$ cat src/rtl/pc_fetch_if.sv
// Bundle of the redirect, instruction-memory and decode-slot signals of the fetch front end.
// The master modport is the fetch unit; the slave modport is its surroundings.
interface pc_fetch_if;
  logic        i_redirect;
  logic [29:0] i_redirect_pc;
  logic        o_imem_req;
  logic [29:0] o_imem_addr;
  logic        i_imem_ack;
  logic [31:0] i_imem_data;
  logic        o_valid;
  logic [31:0] o_instr;
  logic [29:0] o_pc;
  logic [29:0] o_pc_next;
  logic        i_ready;

  modport master (
    input  i_redirect, i_redirect_pc, i_imem_ack, i_imem_data, i_ready,
    output o_imem_req, o_imem_addr, o_valid, o_instr, o_pc, o_pc_next
  );

  modport slave (
    output i_redirect, i_redirect_pc, i_imem_ack, i_imem_data, i_ready,
    input  o_imem_req, o_imem_addr, o_valid, o_instr, o_pc, o_pc_next
  );
endinterface

$ cat src/rtl/pc_fetch.sv
// Program counter and single-outstanding instruction fetch with a one-entry decode slot.
// Redirects squash the slot and any in-flight fetch; a request already issued is drained before refetch.
module pc_fetch #(
  parameter logic [29:0] RESET_PC = 30'h0000000
) (
  input  logic        i_clk,
  input  logic        i_rst,
  pc_fetch_if.master  bus
);

  localparam logic [1:0] IDLE  = 2'd0;
  localparam logic [1:0] REQ   = 2'd1;
  localparam logic [1:0] DRAIN = 2'd2;

  logic [1:0]  state;
  logic [29:0] pc;
  logic        req;
  logic [29:0] addr;
  logic        valid;
  logic [31:0] instr;
  logic [29:0] slot_pc;
  logic [29:0] slot_pc_next;
  logic        free;

  function automatic logic [29:0] inc30(input logic [29:0] a);
    return a + 30'd1;
  endfunction

  assign free = !valid || bus.i_ready;

  always_ff @(posedge i_clk or posedge i_rst) begin
    if (i_rst) begin
      state        <= IDLE;
      pc           <= RESET_PC;
      req          <= 1'b0;
      addr         <= RESET_PC;
      valid        <= 1'b0;
      instr        <= 32'd0;
      slot_pc      <= 30'd0;
      slot_pc_next <= 30'd0;
    end else begin
      case (state)
        IDLE: begin
          if (bus.i_redirect) begin
            pc    <= bus.i_redirect_pc;
            valid <= 1'b0;
          end else if (free) begin
            req   <= 1'b1;
            addr  <= pc;
            valid <= 1'b0;
            state <= REQ;
          end
        end
        // Slot is empty here, so a capture can never overwrite an unconsumed instruction.
        REQ: begin
          if (bus.i_imem_ack && !bus.i_redirect) begin
            instr        <= bus.i_imem_data;
            slot_pc      <= addr;
            slot_pc_next <= inc30(addr);
            valid        <= 1'b1;
            pc           <= inc30(addr);
            req          <= 1'b0;
            state        <= IDLE;
          end else if (bus.i_imem_ack) begin
            pc    <= bus.i_redirect_pc;
            req   <= 1'b0;
            valid <= 1'b0;
            state <= IDLE;
          end else if (bus.i_redirect) begin
            pc    <= bus.i_redirect_pc;
            valid <= 1'b0;
            state <= DRAIN;
          end
        end
        // Wrong-path request must still complete its handshake; its data is thrown away.
        DRAIN: begin
          if (bus.i_redirect) begin
            pc    <= bus.i_redirect_pc;
            valid <= 1'b0;
          end
          if (bus.i_imem_ack) begin
            req   <= 1'b0;
            state <= IDLE;
          end
        end
        default: begin
          state <= IDLE;
          req   <= 1'b0;
          valid <= 1'b0;
        end
      endcase
    end
  end

  assign bus.o_imem_req  = req;
  assign bus.o_imem_addr = addr;
  assign bus.o_valid     = valid;
  assign bus.o_instr     = instr;
  assign bus.o_pc        = slot_pc;
  assign bus.o_pc_next   = slot_pc_next;

endmodule

$ cat src/flat_wrapper.sv
// flat-port wrapper written by rule: the top's interface ports become plain ports
module pc_fetch_flat 
#(
  parameter logic [29:0] RESET_PC = 30'h0000000
)
  (i_clk, i_rst, bus_i_redirect, bus_i_redirect_pc, bus_i_imem_ack, bus_i_imem_data, bus_i_ready, bus_o_imem_req, bus_o_imem_addr, bus_o_valid, bus_o_instr, bus_o_pc, bus_o_pc_next);
  pc_fetch_if bus_i ();
  input  logic i_clk;
  input  logic i_rst;
  input wire logic [$bits(bus_i.i_redirect)-1:0] bus_i_redirect;
  input wire logic [$bits(bus_i.i_redirect_pc)-1:0] bus_i_redirect_pc;
  input wire logic [$bits(bus_i.i_imem_ack)-1:0] bus_i_imem_ack;
  input wire logic [$bits(bus_i.i_imem_data)-1:0] bus_i_imem_data;
  input wire logic [$bits(bus_i.i_ready)-1:0] bus_i_ready;
  output wire logic [$bits(bus_i.o_imem_req)-1:0] bus_o_imem_req;
  output wire logic [$bits(bus_i.o_imem_addr)-1:0] bus_o_imem_addr;
  output wire logic [$bits(bus_i.o_valid)-1:0] bus_o_valid;
  output wire logic [$bits(bus_i.o_instr)-1:0] bus_o_instr;
  output wire logic [$bits(bus_i.o_pc)-1:0] bus_o_pc;
  output wire logic [$bits(bus_i.o_pc_next)-1:0] bus_o_pc_next;
  assign bus_i.i_redirect = bus_i_redirect;
  assign bus_i.i_redirect_pc = bus_i_redirect_pc;
  assign bus_i.i_imem_ack = bus_i_imem_ack;
  assign bus_i.i_imem_data = bus_i_imem_data;
  assign bus_i.i_ready = bus_i_ready;
  assign bus_o_imem_req = bus_i.o_imem_req;
  assign bus_o_imem_addr = bus_i.o_imem_addr;
  assign bus_o_valid = bus_i.o_valid;
  assign bus_o_instr = bus_i.o_instr;
  assign bus_o_pc = bus_i.o_pc;
  assign bus_o_pc_next = bus_i.o_pc_next;
  pc_fetch #(.RESET_PC(RESET_PC)) u_core (.i_clk(i_clk), .i_rst(i_rst), .bus(bus_i));
endmodule
$ cat config.mk
export PLATFORM = sky130hd
export DESIGN_NAME = pc_fetch_flat
export DESIGN_NICKNAME = d
export VERILOG_FILES = /design/src/rtl/pc_fetch_if.sv /design/src/rtl/pc_fetch.sv /design/src/flat_wrapper.sv
export SDC_FILE = /design/constraint.sdc
export NUM_CORES = 1
export LEC_CHECK = 0
export ABC_CLOCK_PERIOD_IN_PS = 14360
export CAP_MARGIN = 20
export CORE_MARGIN = 5
export CORE_UTILIZATION = 44
export CTS_CLUSTER_SIZE = 24
export DETAILED_ROUTE_END_ITERATION = 16
export DONT_BUFFER_PORTS = 1
export SYNTH_ARGS = -nofsm -noshare
export SYNTH_HDL_FRONTEND = slang
export SYNTH_SLANG_ARGS = --single-unit
export TNS_END_PERCENT = 30
$ cat constraint.sdc
create_clock -name i_clk -period 14.36 [get_ports i_clk]
set_input_delay 2.872 -clock i_clk [delete_from_list [all_inputs] [get_ports i_clk]]
set_output_delay 2.872 -clock i_clk [all_outputs]
set_load 0.02 [all_outputs]
==> impl_metrics.tcl <==
set metrics [dict create \
    status "complete, no violations" \
    period_minus_slack_ns 4.46 \
    crit_path_end_kind "register" \
    grt_usage_pct 18.5 \
    drive_gt1_share_pct 25.5 \
    firstDrtPassIters 4 \
    die_area_um2 17700 \
    avgRoutedWirePerCell_um 21.6 \
    postPlaceCellArea_um2 6820 \
    clock_latency_ns 0.43 \
    drcViolationCount 0 \
    clock_power_share_pct 25.9 \
    finalHoldViolCount 0 \
    finClkSkew_ns 0.00758 \
    final_util_pct 49.9 \
    drv_slew 0 \
    yosys_warnings 0 \
    finalSetupViolCount 0 \
    tns_ns 0 \
    post_cts_resized 0 \
    area_delta_synth_final_pct 12.6 \
    cts_max_level 4 \
    fmax_mhz 224 \
    cap_violations 0 \
    crit_type "in2reg" \
    grt_remaining_overflow 0 \
    core_um2 15000 \
    period_share_pct 31.1 \
    yosysTopAreaCellShare_pct 58.6 \
    crit_arrival_ns 4.77 \
    worst_ir_drop_vdd_uv 110 \
    rr_endpoint "u_core.pc[28]$_DFFE_PP0P_" \
    reg2reg_depth 7 \
    synth_cell_types 38 \
    avgViaCountPerCell 5.69 \
    cp_max_fo 62 \
    grt_pass1_wl_mm 25.5 \
    synth_area_leaders "dfrtp_1, mux2_2, o21ai_0" \
    cp-start-kind "primary input" \
    pwr-share-comb_pct 21.1 \
    grt_pass1_vias 4504 \
    port_buffers 0 \
    critPathBufInv 2 \
    num_antenna_cells 0 \
    antenna_found_initial 0 \
    worstReg2RegStart "u_core.state[0]$_DFFE_PP0P_" \
    synthesis.nets 616 \
    synthAdderAreaFrac_pct 1.32 \
    numCtsBuffers 17 \
    p_int_uw 1190 \
    die_w_um 133 \
    pin_count 191 \
    required_ns 14.67 \
    relSlewSlack_pct 36.9 \
    initial_core_util_pct 44.3 \
    p_per_area_nw_per_um2 265 \
    hold_class "reg2reg" \
    p_sw_uw 792 \
    postRouteAntennaNets 0 \
    cts.sinks 156 \
    worstPathCellList "inv_1 > nand3_4 > buf_4 > mux2_2" \
    vias 4185 \
    synth.area.mux_share_pct 15.9 \
    p_sw_share_pct 39.9 \
    avgSynthCellArea_um2 12.3 \
    cts-root-buf "clkbuf_16" \
    critical-path-max-stage-delay_ns 0.63 \
    rrSetupSlack_ns 11.72 \
    stdcell_area_um2 7500 \
    die_h_um 133 \
    synth_top_family_by_area "multiplexers" \
    leakagePower_uw 0.00320 \
    worst_pin_slew_ns 0.947 \
    synth_area_um2 6660 \
    whs_ns 0.480 \
    seq_area_frac_synth_pct 58.6 \
    hp-start "u_core.pc[3]$_DFFE_PP0P_" \
    hpwl_mm 11.0 \
    grt_max_degree 93 \
    crit_family "buffers and inverters" \
    fin_nets 609 \
    tritoncts "yes" \
    synth-compound-area-share_pct 9.06 \
    seqPwrFrac_pct 53.0 \
    synthSimpleGateAreaFrac_pct 9.06 \
    rows 45 \
    synth_seq_cells 156 \
    drt_wl_total_mm 15.9 \
    synth_xor_area_share_pct 3.68 \
    clk_pin_slew_ns 0.06 \
    drt-initial-drc-count 222 \
    cp_slowest_cell "nand3_4" \
    clock_path_buffers 2 \
    hold_path_depth 2 \
    cts-hold-fix-buffers 0 \
    crit_start "bus_i_redirect" \
    yosysTopAreaCell "dfrtp_1" \
    postCtsSetupBuffers 0 \
    p_total_uw 1990 \
    synth_cells 542 \
    hold_end "u_core.pc[3]$_DFFE_PP0P_" \
    fillerInstances 1321 \
    rsz0062_at_grt "no" \
    routabilityCongestion 0.775 \
]
## cells in the final DEF (no fill, tap or decap), types with 2 or more instances in the layout
| cell | instances |
|---|---|
| nor2_1 | 10 |
| and4_1 | 3 |
| o22ai_1 | 10 |
| a22oi_1 | 19 |
| nand2_1 | 46 |
| nand4_2 | 2 |
| nor4_1 | 2 |
| or2_2 | 2 |
| clkbuf_8 | 2 |
| dfrtp_1 | 156 |
| inv_6 | 2 |
| clkbuf_16 | 17 |
| bufinv_16 | 6 |
| nor3_1 | 7 |
| nand3_1 | 16 |
| and2_1 | 2 |
| nand2b_1 | 2 |
| ha_1 | 7 |
| nand4_1 | 7 |
| a31oi_1 | 6 |
| buf_4 | 4 |
| clkbuf_1 | 3 |
| xor2_1 | 12 |
| and3_1 | 3 |
| o21ai_1 | 10 |
| xnor2_1 | 16 |
| a21oi_1 | 15 |
| mux2_2 | 94 |
| o21ai_0 | 40 |
| inv_1 | 8 |
| nor4_2 | 4 |
## power groups by stage
stage                     logic (uW)  registers, uW  clock network, uW
after floorplan                  354            982                  0
after global placement           404           1060                  0
after detailed placement         424           1070                  0
after CTS                        426           1060                523
after global routing             474           1090                542
final                            418           1050                514
## kinds of logic (layout without fill, tap and decap cells)
family | count (synthesis) | count (layout)
buffers and inverters | 40 | 46
xor gates and xnor gates | 28 | 28
DFF | 156 | 156
muxes | 94 | 94
AOI/OAI and AO/OA | 104 | 104
and+or+nand+nor | 113 | 113
adders and majority gates | 7 | 7
## registers in the layout, indices dropped and copies added (netlist names)
register	cells
u_core.bus.o_instr	32
u_core.bus.o_imem_addr	30
u_core.bus.o_pc	30
u_core.bus.o_pc_next	30
u_core.pc	30
u_core.state	2
u_core.bus.o_imem_req	1
u_core.bus.o_valid	1
## Yosys cell counts
cell and instances:
or4_4 1, buf_6 1, or2_2 2, dfrtp_1 156, o22ai_1 10, or3_1 1
buf_1 3, o21ai_1 10, nand3_1 17, and3_1 3, nor4_1 2, a22o_1 1
nor2_1 10, o22a_1 1, and4_1 3, xor2_1 12, nand2b_1 2, nand2_1 46
a32o_1 1, nor3_1 7, a21o_1 1, and2_1 2, inv_1 9, nor4b_2 1
nor2b_1 1, nand4_1 7, a31oi_1 6, nand4_2 2, a22oi_1 19, o21ai_0 40
and4bb_1 1, mux2_2 94, nand3b_1 1, a21oi_1 15, xnor2_1 16, clkbuf_1 27
ha_1 7, nor4_2 4
## through the flow
step                      setup slack [ns]  std cells
final                                 9.90        736
after global routing                  9.69        736
after CTS                             9.89        735
after detailed placement              9.42        703
after global placement                9.52        703
after floorplan                       7.28        542
## cell type report
type,count,area (um2),share of cell area [%]
Tap cell,188,235,3.14
Clock inverter,10,210,2.80
Sequential cell,156,3900,52.1
Timing Repair Buffer,5,35.0,0.467
Multi-Input combinational cell,346,2610,34.8
Clock buffer,22,464,6.19
Inverter,9,38.8,0.517
## worst max-delay path by stage
stage                                       endpoint  slack (ns)  depth (start not counted)
2_1_floorplan  u_core.bus.o_imem_addr[0]$_DFFE_PP0P_        7.28                          1
3_3_place_gp       u_core.bus.o_instr[1]$_DFFE_PP0P_        9.52                          4
3_5_place_dp         u_core.bus.o_pc[18]$_DFFE_PP0P_        9.42                          4
4_1_cts              u_core.bus.o_pc[18]$_DFFE_PP0P_        9.89                          4
5_1_grt              u_core.bus.o_pc[12]$_DFFE_PP0P_        9.69                          4
6_report             u_core.bus.o_pc[13]$_DFFE_PP0P_        9.90                          4
## worst reg2reg max path: stages (launching register included)
cell and delay, ns:
dfrtp_1 0.42, inv_1 0.11, ha_1 0.25, inv_1 0.09, nand3b_1 0.39, a21oi_1 0.91, o22ai_1 0.17, a31oi_1 0.21
## routing by layer
metal  vias to the layer above  global-route usage [%]  wire (um)
met5                         -                       0          0
met4                         0                    6.12        231
met3                        19                    8.59       1740
met2                       164                    29.1       7460
met1                      2074                    22.6       6430
li1                       1928                       -          -
(Power assumes the default switching activity.)
